<file path="config.mk">
export PLATFORM = sky130hd
export DESIGN_NAME = dm_arbiter
export DESIGN_NICKNAME = d
export VERILOG_FILES = /design/src/rtl/dm_arb_pkg.sv /design/src/rtl/dm_arb_pick.sv /design/src/rtl/dm_arbiter.sv
export SDC_FILE = /design/constraint.sdc
export NUM_CORES = 1
export LEC_CHECK = 0
export CAP_MARGIN = 20
export CORE_ASPECT_RATIO = 2
export CORE_MARGIN = 1.5
export CORE_UTILIZATION = 40
export DETAILED_ROUTE_END_ITERATION = 7
export DONT_BUFFER_PORTS = 1
export SLEW_MARGIN = 20
export SYNTH_ARGS = -nofsm -noshare
export SYNTH_HDL_FRONTEND = slang
export SYNTH_HIERARCHICAL = 1
export SYNTH_SLANG_ARGS = --single-unit
</file>
<file path="constraint.sdc">
create_clock -name clk -period 2.6 [get_ports clk]
set_input_delay 0.52 -clock clk [delete_from_list [all_inputs] [get_ports clk]]
set_output_delay 0.52 -clock clk [all_outputs]
set_load 0.02 [all_outputs]
</file>
<file path="src/rtl/dm_arb_pkg.sv">
// dm_arb_pkg: shared types and widths for the data-memory arbiter
package dm_arb_pkg;
    localparam int AW = 32;
    localparam int DW = 32;
    localparam int BW = 4;
    typedef enum logic [1:0] {IDLE, ISSUE, WAIT, RESP} state_t;
    typedef enum logic {OWN_CPU, OWN_DMA} owner_t;
endpackage

</file>
<file path="src/rtl/dm_arb_pick.sv">
// dm_arb_pick: CPU-priority grant selection with a saturating DMA deferral counter
module dm_arb_pick #(
    parameter int MAX_DEFER = 4
) (
    input  logic clk,
    input  logic reset,
    input  logic i_cpu_req,
    input  logic i_dma_valid,
    input  logic i_idle,
    output logic o_grant_cpu,
    output logic o_grant_dma
);
    localparam int CW = $clog2(MAX_DEFER + 1);
    logic [CW-1:0] r_defer_cnt;
    logic          w_dma_due;
    assign w_dma_due   = r_defer_cnt == CW'(MAX_DEFER);
    assign o_grant_dma = i_idle & i_dma_valid & (~i_cpu_req | w_dma_due);
    assign o_grant_cpu = i_idle & i_cpu_req & ~o_grant_dma;
    // a CPU grant can only coincide with a pending DMA while the counter is below MAX_DEFER
    always_ff @(posedge clk) begin
        if (reset)
            r_defer_cnt <= '0;
        else if (o_grant_dma)
            r_defer_cnt <= '0;
        else if (o_grant_cpu)
            r_defer_cnt <= i_dma_valid ? r_defer_cnt + 1'b1 : '0;
    end
endmodule

</file>
<file path="src/rtl/dm_arbiter.sv">
// dm_arbiter: shares one data-memory port between the CPU M stage and a DMA requester
module dm_arbiter
    import dm_arb_pkg::*;
#(
    parameter int RD_LAT    = 1,
    parameter int MAX_DEFER = 4
) (
    input  logic          clk,
    input  logic          reset,
    input  logic          cpu_req,
    input  logic          cpu_we,
    input  logic [AW-1:0] cpu_addr,
    input  logic [BW-1:0] cpu_byteen,
    input  logic [DW-1:0] cpu_wdata,
    output logic [DW-1:0] cpu_rdata,
    output logic          cpu_ack,
    output logic          cpu_stall,
    input  logic          dma_valid,
    output logic          dma_ready,
    input  logic          dma_we,
    input  logic [AW-1:0] dma_addr,
    input  logic [BW-1:0] dma_byteen,
    input  logic [DW-1:0] dma_wdata,
    output logic          dma_rvalid,
    output logic [DW-1:0] dma_rdata,
    output logic          mem_en,
    output logic          mem_we,
    output logic [AW-1:0] mem_addr,
    output logic [BW-1:0] mem_byteen,
    output logic [DW-1:0] mem_wdata,
    input  logic [DW-1:0] mem_rdata
);
    localparam int LW = 3;
    state_t        r_state, w_next;
    owner_t        r_owner;
    logic          r_we;
    logic [AW-1:0] r_addr;
    logic [BW-1:0] r_be;
    logic [DW-1:0] r_wdata, r_resp, r_cpu_hold;
    logic [LW-1:0] r_lat;
    logic          w_idle, w_grant_cpu, w_grant_dma, w_last;

    assign w_idle = (r_state == IDLE) & ~reset;
    assign w_last = (r_state == WAIT) & (r_lat == LW'(1));

    dm_arb_pick #(.MAX_DEFER(MAX_DEFER)) u_pick (
        .clk         (clk),
        .reset       (reset),
        .i_cpu_req   (cpu_req),
        .i_dma_valid (dma_valid),
        .i_idle      (w_idle),
        .o_grant_cpu (w_grant_cpu),
        .o_grant_dma (w_grant_dma)
    );

    always_ff @(posedge clk)
        r_state <= reset ? IDLE : w_next;

    always_comb begin
        w_next = r_state;
        case (r_state)
            IDLE:  w_next = (w_grant_cpu | w_grant_dma) ? ISSUE : IDLE;
            ISSUE: w_next = WAIT;
            WAIT:  w_next = w_last ? RESP : WAIT;
            RESP:  w_next = IDLE;
        endcase
    end

    always_ff @(posedge clk) begin
        if (reset) begin
            r_owner    <= OWN_CPU;
            r_we       <= 1'b0;
            r_addr     <= '0;
            r_be       <= '0;
            r_wdata    <= '0;
            r_lat      <= '0;
            r_resp     <= '0;
            r_cpu_hold <= '0;
        end else begin
            if (w_grant_cpu | w_grant_dma) begin
                r_owner <= w_grant_dma ? OWN_DMA : OWN_CPU;
                r_we    <= w_grant_dma ? dma_we : cpu_we;
                r_addr  <= w_grant_dma ? dma_addr : cpu_addr;
                r_be    <= w_grant_dma ? dma_byteen : cpu_byteen;
                r_wdata <= w_grant_dma ? dma_wdata : cpu_wdata;
            end
            if (r_state == ISSUE)
                r_lat <= LW'(RD_LAT);
            else if (r_state == WAIT)
                r_lat <= r_lat - 1'b1;
            if (w_last)
                r_resp <= mem_rdata;
            if (cpu_ack)
                r_cpu_hold <= r_resp;
        end
    end

    // cpu_rdata keeps the last CPU response so DMA traffic never disturbs it
    always_comb begin
        mem_en     = r_state == ISSUE;
        mem_we     = mem_en & r_we;
        mem_addr   = r_addr;
        mem_byteen = r_be;
        mem_wdata  = r_wdata;
        cpu_ack    = (r_state == RESP) & (r_owner == OWN_CPU);
        dma_rvalid = (r_state == RESP) & (r_owner == OWN_DMA);
        dma_ready  = w_grant_dma;
        cpu_stall  = cpu_req & ~cpu_ack;
        cpu_rdata  = cpu_ack ? r_resp : r_cpu_hold;
        dma_rdata  = (dma_rvalid & ~r_we) ? r_resp : '0;
    end
endmodule

</file>
=== Yosys cells after proc, flatten, opt, wreduce, memory -nomap -nowiden ===
Index checks and enable logic that the tools add are counted.

* Input port bits: 174
* Output and inout bits: 138
* Bits in registers: 142

* Reduce and logical (&&, ||, !) cells: 4
* Muxes and demuxes: 13
* Add/sub/neg operators: 2
* Equality and inequality tests: 5
* Bitwise gates (word level): 19

{| class="wikitable"
|+ Operators with widths
! kind !! number
|-
| $mux 32 || 4
|-
| $and 1x1->1 || 11
|-
| $pmux 2 s4 || 1
|-
| $mux 1 || 6
|-
| $not 1->1 || 6
|-
| $eq 2x2->1 const B || 2
|-
| $mux 4 || 1
|-
| $reduce_or 2->1 || 2
|-
| $add 3x1->3 const B || 1
|-
| $eq 3x1->1 const B || 1
|-
| $eq 3x3->1 const B || 1
|-
| $mux 3 || 1
|-
| $sub 3x1->3 const B || 1
|-
| $eq 2x1->1 const B || 1
|-
| $logic_not 2->1 || 1
|-
| $or 1x1->1 || 2
|-
| $reduce_bool 2->1 || 1
|}

=== Longest topological paths before layout ===
* Word-level depth: 9
* Depth in mapped cells: 10
* Gate-level depth less buffers: 8

=== Modules after synthesis ===
Netlist, hierarchy kept.

{| class="wikitable"
|+ By module, submodules not included
! module !! instances !! sequential area each (um^2) !! area an instance (um^2) !! cells an instance
|-
| dm_arbiter || 1 || 2782.7 || 6272.3 || 694
|-
| dm_arb_pick || 1 || 60.1 || 203.9 || 25
|}

=== Worst setup path after synthesis ===
No wires, ideal clock.

* Path kind: input to register
* Start point: input port reset
* End point: register r_wdata[10], in the netlist mem_wdata[10]
* Setup time: 128 ps
* Stages: 9
* Path slack: -88 ps
* Data arrival time: 2560 ps
* Cells stage by stage: clkbuf_1 -> clkbuf_1 -> nor2b_1 -> nand2_1 -> a21oi_1 -> buf_2 -> clkbuf_1 -> o21ai_0 -> nor2b_1

* Word-level cells in the longest chain between the ends: 7
* Elaborated cells on any way between the ends: 9
* Classes of those cells: mux: 1; bitwise: 8

{| class="wikitable"
|+ RTL lines
! element !! RTL line !! source
|-
| start: declaration || dm_arbiter.sv:9 || <nowiki>input logic reset,</nowiki>
|-
| $not 1->1 * || dm_arbiter.sv:43 || <nowiki>assign w_idle = (r_state == IDLE) & ~reset;</nowiki>
|-
| $and 1x1->1 * || dm_arbiter.sv:43 ||
|-
| net w_idle || dm_arbiter.sv:41 || <nowiki>logic w_idle, w_grant_cpu, w_grant_dma, w_last;</nowiki>
|-
| $and 1x1->1 * (2 in a row) || dm_arb_pick.sv:17 || <nowiki>assign o_grant_dma = i_idle & i_dma_valid & (~i_cpu_req | w_dma_due);</nowiki>
|-
| net dma_ready || dm_arbiter.sv:19 || <nowiki>output logic dma_ready,</nowiki>
|-
| $not 1->1 || dm_arb_pick.sv:18 || <nowiki>assign o_grant_cpu = i_idle & i_cpu_req & ~o_grant_dma;</nowiki>
|-
| $and 1x1->1 || dm_arb_pick.sv:18 ||
|-
| $or 1x1->1 || dm_arbiter.sv:80 || <nowiki>if (w_grant_cpu | w_grant_dma) begin</nowiki>
|-
| end signal: assignment || dm_arbiter.sv:85 || <nowiki>r_wdata <= w_grant_dma ? dma_wdata : cpu_wdata;</nowiki>
|-
| end: declaration || dm_arbiter.sv:39 || <nowiki>logic [DW-1:0] r_wdata, r_resp, r_cpu_hold;</nowiki>
|}

The timed path passes the listed nets; every way through them passes the cells marked *.
A chain may end at the register's enable or synchronous reset.

=== Final worst setup path ===
* Start point: register r_state[0]
* End point: output port dma_rdata[3]

* Word-level cells in the longest chain between the ends: 4

{| class="wikitable"
|+ RTL lines
! element !! RTL line !! source
|-
| start: declaration || dm_arbiter.sv:34 || <nowiki>state_t r_state, w_next;</nowiki>
|-
| start signal: assignment || dm_arbiter.sv:57 || <nowiki>r_state <= reset ? IDLE : w_next;</nowiki>
|-
| $eq 2x2->1 || dm_arbiter.sv:106 || <nowiki>dma_rvalid = (r_state == RESP) & (r_owner == OWN_DMA);</nowiki>
|-
| $and 1x1->1 || dm_arbiter.sv:106 ||
|-
| net dma_rvalid || dm_arbiter.sv:24 || <nowiki>output logic dma_rvalid,</nowiki>
|-
| $and 1x1->1 || dm_arbiter.sv:110 || <nowiki>dma_rdata = (dma_rvalid & ~r_we) ? r_resp : '0;</nowiki>
|-
| $mux 32 || dm_arbiter.sv:110 ||
|-
| end: declaration || dm_arbiter.sv:25 || <nowiki>output logic [DW-1:0] dma_rdata,</nowiki>
|}

The timed path passes the listed nets, and every way through them passes these cells.

==> flow_metrics.env <==
export IMPL_run_status="finished, final reports clean"
export IMPL_cts_inserted_buffers=17
export IMPL_vias_per_cell=5.164
export IMPL_cp_max_fo=32
export IMPL_wire_per_inst_um=17.36
export IMPL_fin_cells=916
export IMPL_io_pin_count=312
export IMPL_final_max_slew_viol_count=0
export IMPL_dpl_hpwl_um=11390
export IMPL_syn_inst=719
export IMPL_synthArstFlopShare_pct=0
export IMPL_post_route_min_period_ns=2.478
export IMPL_synth_cell_types=31
export IMPL_required_ns=2.08
export IMPL_grt_pass1_wl_um=23430
export IMPL_synth_flop_cell="dfxtp_1"
export IMPL_fin_nets=884
export IMPL_overflow=0
export IMPL_startpoint_type="register"
export IMPL_multi_input_area_um2=3383
export IMPL_wl_um=15910
export IMPL_timing_hold_ws_ns=0.1795
export IMPL_synth_top_area_share_pct=43.89
export IMPL_nFillCells=1530
export IMPL_first_iter_violations=119
export IMPL_die_area_um2=17010
export IMPL_clock_sinks=142
export IMPL_synth_edf_count=0
export IMPL_worst_r2r_path_depth=9
export IMPL_hold_path_depth=1
export IMPL_ys_warnings_count=6
export IMPL_leakagePower_nw=2.715
export IMPL_post_cts_setup_buffers=0
export IMPL_clk_latency_ns=0.41
export IMPL_root_buffer="clkbuf_16"
export IMPL_antenna_found_initial=0
export IMPL_arrival_ns=1.96
export IMPL_synth_area_leaders="dfxtp_1 (44%), mux2i_1 (11%), nor2b_1 (10%), nand2_1 (8.0%), mux2_4 (6.5%)"
export IMPL_critPathTopFamily="simple AND/OR/NAND/NOR gates"
export IMPL_rows=65
export IMPL_dieWidth_um=92.98
export IMPL_final_hold_viol_count=0
export IMPL_register_area_um2=2843
export IMPL_synth_fp_nets=901
export IMPL_vias=4730
export IMPL_power_density_nw_per_um2=868.1
export IMPL_tightest_slew_ns=0.3830
export IMPL_die_h_um=182.9
export IMPL_cts_buffer_depth=2
export IMPL_final_layout_size_suffix_gt1_share_pct=13.85
export IMPL_path_clk_slew_ns=0.06
export IMPL_grt_pass1_vias=4632
export IMPL_start_util_pct=41.05
export IMPL_synth_most_common_cell="dfxtp_1"
export IMPL_dp_cells=883
export IMPL_crit_path_top_delay_cell="dfxtp_1"
export IMPL_ys_seq_elements=142
export IMPL_area_delta_synth_final_pct=12.02
export IMPL_hp_class="input pin to register"
export IMPL_period_share_pct=95.29
export IMPL_ir_drop_uv=448.0
export IMPL_pre_cts_slack_ns=0.3288
export IMPL_path_buf_inv=1
export IMPL_track_usage_pct=17.67
export IMPL_ant_nets=0
export IMPL_finalSetupViolations=0
export IMPL_maxSlewHeadroom_pct=73.81
export IMPL_drc=0
export IMPL_first_pass_iters=4
export IMPL_antenna_cells=0
export IMPL_h_tree_depth=4
export IMPL_seq_area_frac_synth_pct=43.89
export IMPL_setup_tns_ns=0
export IMPL_port_buffers=0
export IMPL_cp_cell_sequence="ha_1 -> and2_2 -> nor2b_2 -> buf_4 -> and2_1"
export IMPL_worst_setup_path_type="register to output pin"
export IMPL_post_synth_top_area_cell="dfxtp_1"
export IMPL_fmax_mhz=403.6
export IMPL_max_cap_violations=0
export IMPL_end_kind="output pin"
export IMPL_setup_ws_ns=0.1225
export IMPL_place_congestion=0.8632
export IMPL_cp_depth=5
export IMPL_utilization_pct=45.98
export IMPL_worst_clock_skew_ns=0.006372
export IMPL_avgSynthCellArea_um2=9.007
export IMPL_syn_area_um2=6476
export IMPL_coreArea_um2=15780
export IMPL_cpPeakStageDelay_ns=0.35
export IMPL_cts_tree="built"
export IMPL_ys_top_cells_by_count="dfxtp_1 (142), nand2_1 (138), nor2b_1 (104), o21ai_0 (71), mux2i_1 (69)"
export IMPL_grt_max_degree=144
export IMPL_rsz0062_at_grt="false"
==> cells in the final DEF, fill, tap and decap left out, types with 2 or more instances in the layout <==
| master | Yosys | layout |
|---|---|---|
| dfxtp_1 | 142 | 142 |
| nand2_1 | 138 | 138 |
| nor2b_1 | 104 | 102 |
| o21ai_0 | 71 | 71 |
| mux2i_1 | 69 | 69 |
| a21oi_1 | 35 | 34 |
| mux2_4 | 28 | 28 |
| and2_1 | 35 | 23 |
| clkbuf_16 | 0 | 18 |
| and2_2 | 0 | 12 |
| buf_4 | 7 | 11 |
| inv_1 | 8 | 8 |
| ha_1 | 8 | 8 |
| nor2_1 | 7 | 7 |
| mux2_2 | 4 | 4 |
| nor3_1 | 3 | 3 |
| clkinv_2 | 0 | 3 |
| clkinvlp_4 | 0 | 3 |
| inv_6 | 0 | 3 |
| buf_12 | 0 | 3 |
| nor2b_2 | 0 | 2 |
| and3b_1 | 2 | 2 |
| clkinv_4 | 0 | 2 |
| clkbuf_8 | 0 | 2 |
==> layer usage <==
metal / GRT usage [%] / share of wire (%)
met5: 0 / 0
met4: 7.939 / 2.0
met3: 5.265 / 7.3
met2: 33.43 / 55
met1: 17.08 / 36
==> power by group <==
group | leakage, nW | internal, mW | total [mW] | switching [mW]
clock network | 0.273 | 1.37 | 2.32 | 0.945
registers | 1.15 | 2.42 | 2.81 | 0.391
logic | 1.29 | 0.569 | 1.17 | 0.597
==> cell type report <==
class                   count  area share (%)
clock buffers              20           6.295
clock inverters            12           1.535
inverters                   8          0.4139
multi-input cells         517           46.64
flip-flops and latches    142           39.19
well taps                 201           3.467
repair buffers             16           2.466
==> sequential cells by signal, summed over array words and instances, names as in the netlist <==
| signal | flops |
|---|---|
| r_resp | 32 |
| r_state | 2 |
| u_pick/r_defer_cnt | 3 |
| mem_addr | 32 |
| r_lat | 3 |
| r_we | 1 |
| mem_wdata | 32 |
| mem_byteen | 4 |
| r_owner | 1 |
| r_cpu_hold | 32 |
==> path summary, 6_finish.rpt <==
kind	from	end	slack [ns]
worst max-delay path	r_state[0]$_SDFF_PP0_	dma_rdata[3]	0.12
worst min-delay path	reset	mem_wdata[5]$_SDFFE_PP0P_	0.18
worst max register to register	r_state[0]$_SDFF_PP0_	mem_addr[4]$_SDFFE_PP0P_	0.45
worst min register to register	r_resp[28]$_SDFFE_PP0P_	r_resp[28]$_SDFFE_PP0P_	0.47
==> cell families after synthesis <==
group                      share of synthesized area, %
AOI/OAI and AO/OA                                 9.003
xor gates and xnor gates                         0.1353
adders and majority gates                         1.546
buffers and inverters                             4.618
DFF                                               43.89
muxes                                             17.85
and+or+nand+nor                                   22.95
==> what timing repair did <==
item	in CTS	in global routing
endpoints found under the hold margin	0	0
endpoints found under the setup margin	32	6
resized for setup	7	7
pin swaps	0	0
gates cloned	0	1
hold buffers	0	0
==> stage by stage <==
step,total power [mW],area [µm²]
after CTS,6.373,7229
after global placement,3.975,6653
after floorplan,3.779,6480
after detailed placement,4.025,6653
final,6.297,7254
after global routing,6.611,7254
Power figures use the tool's default switching activity.
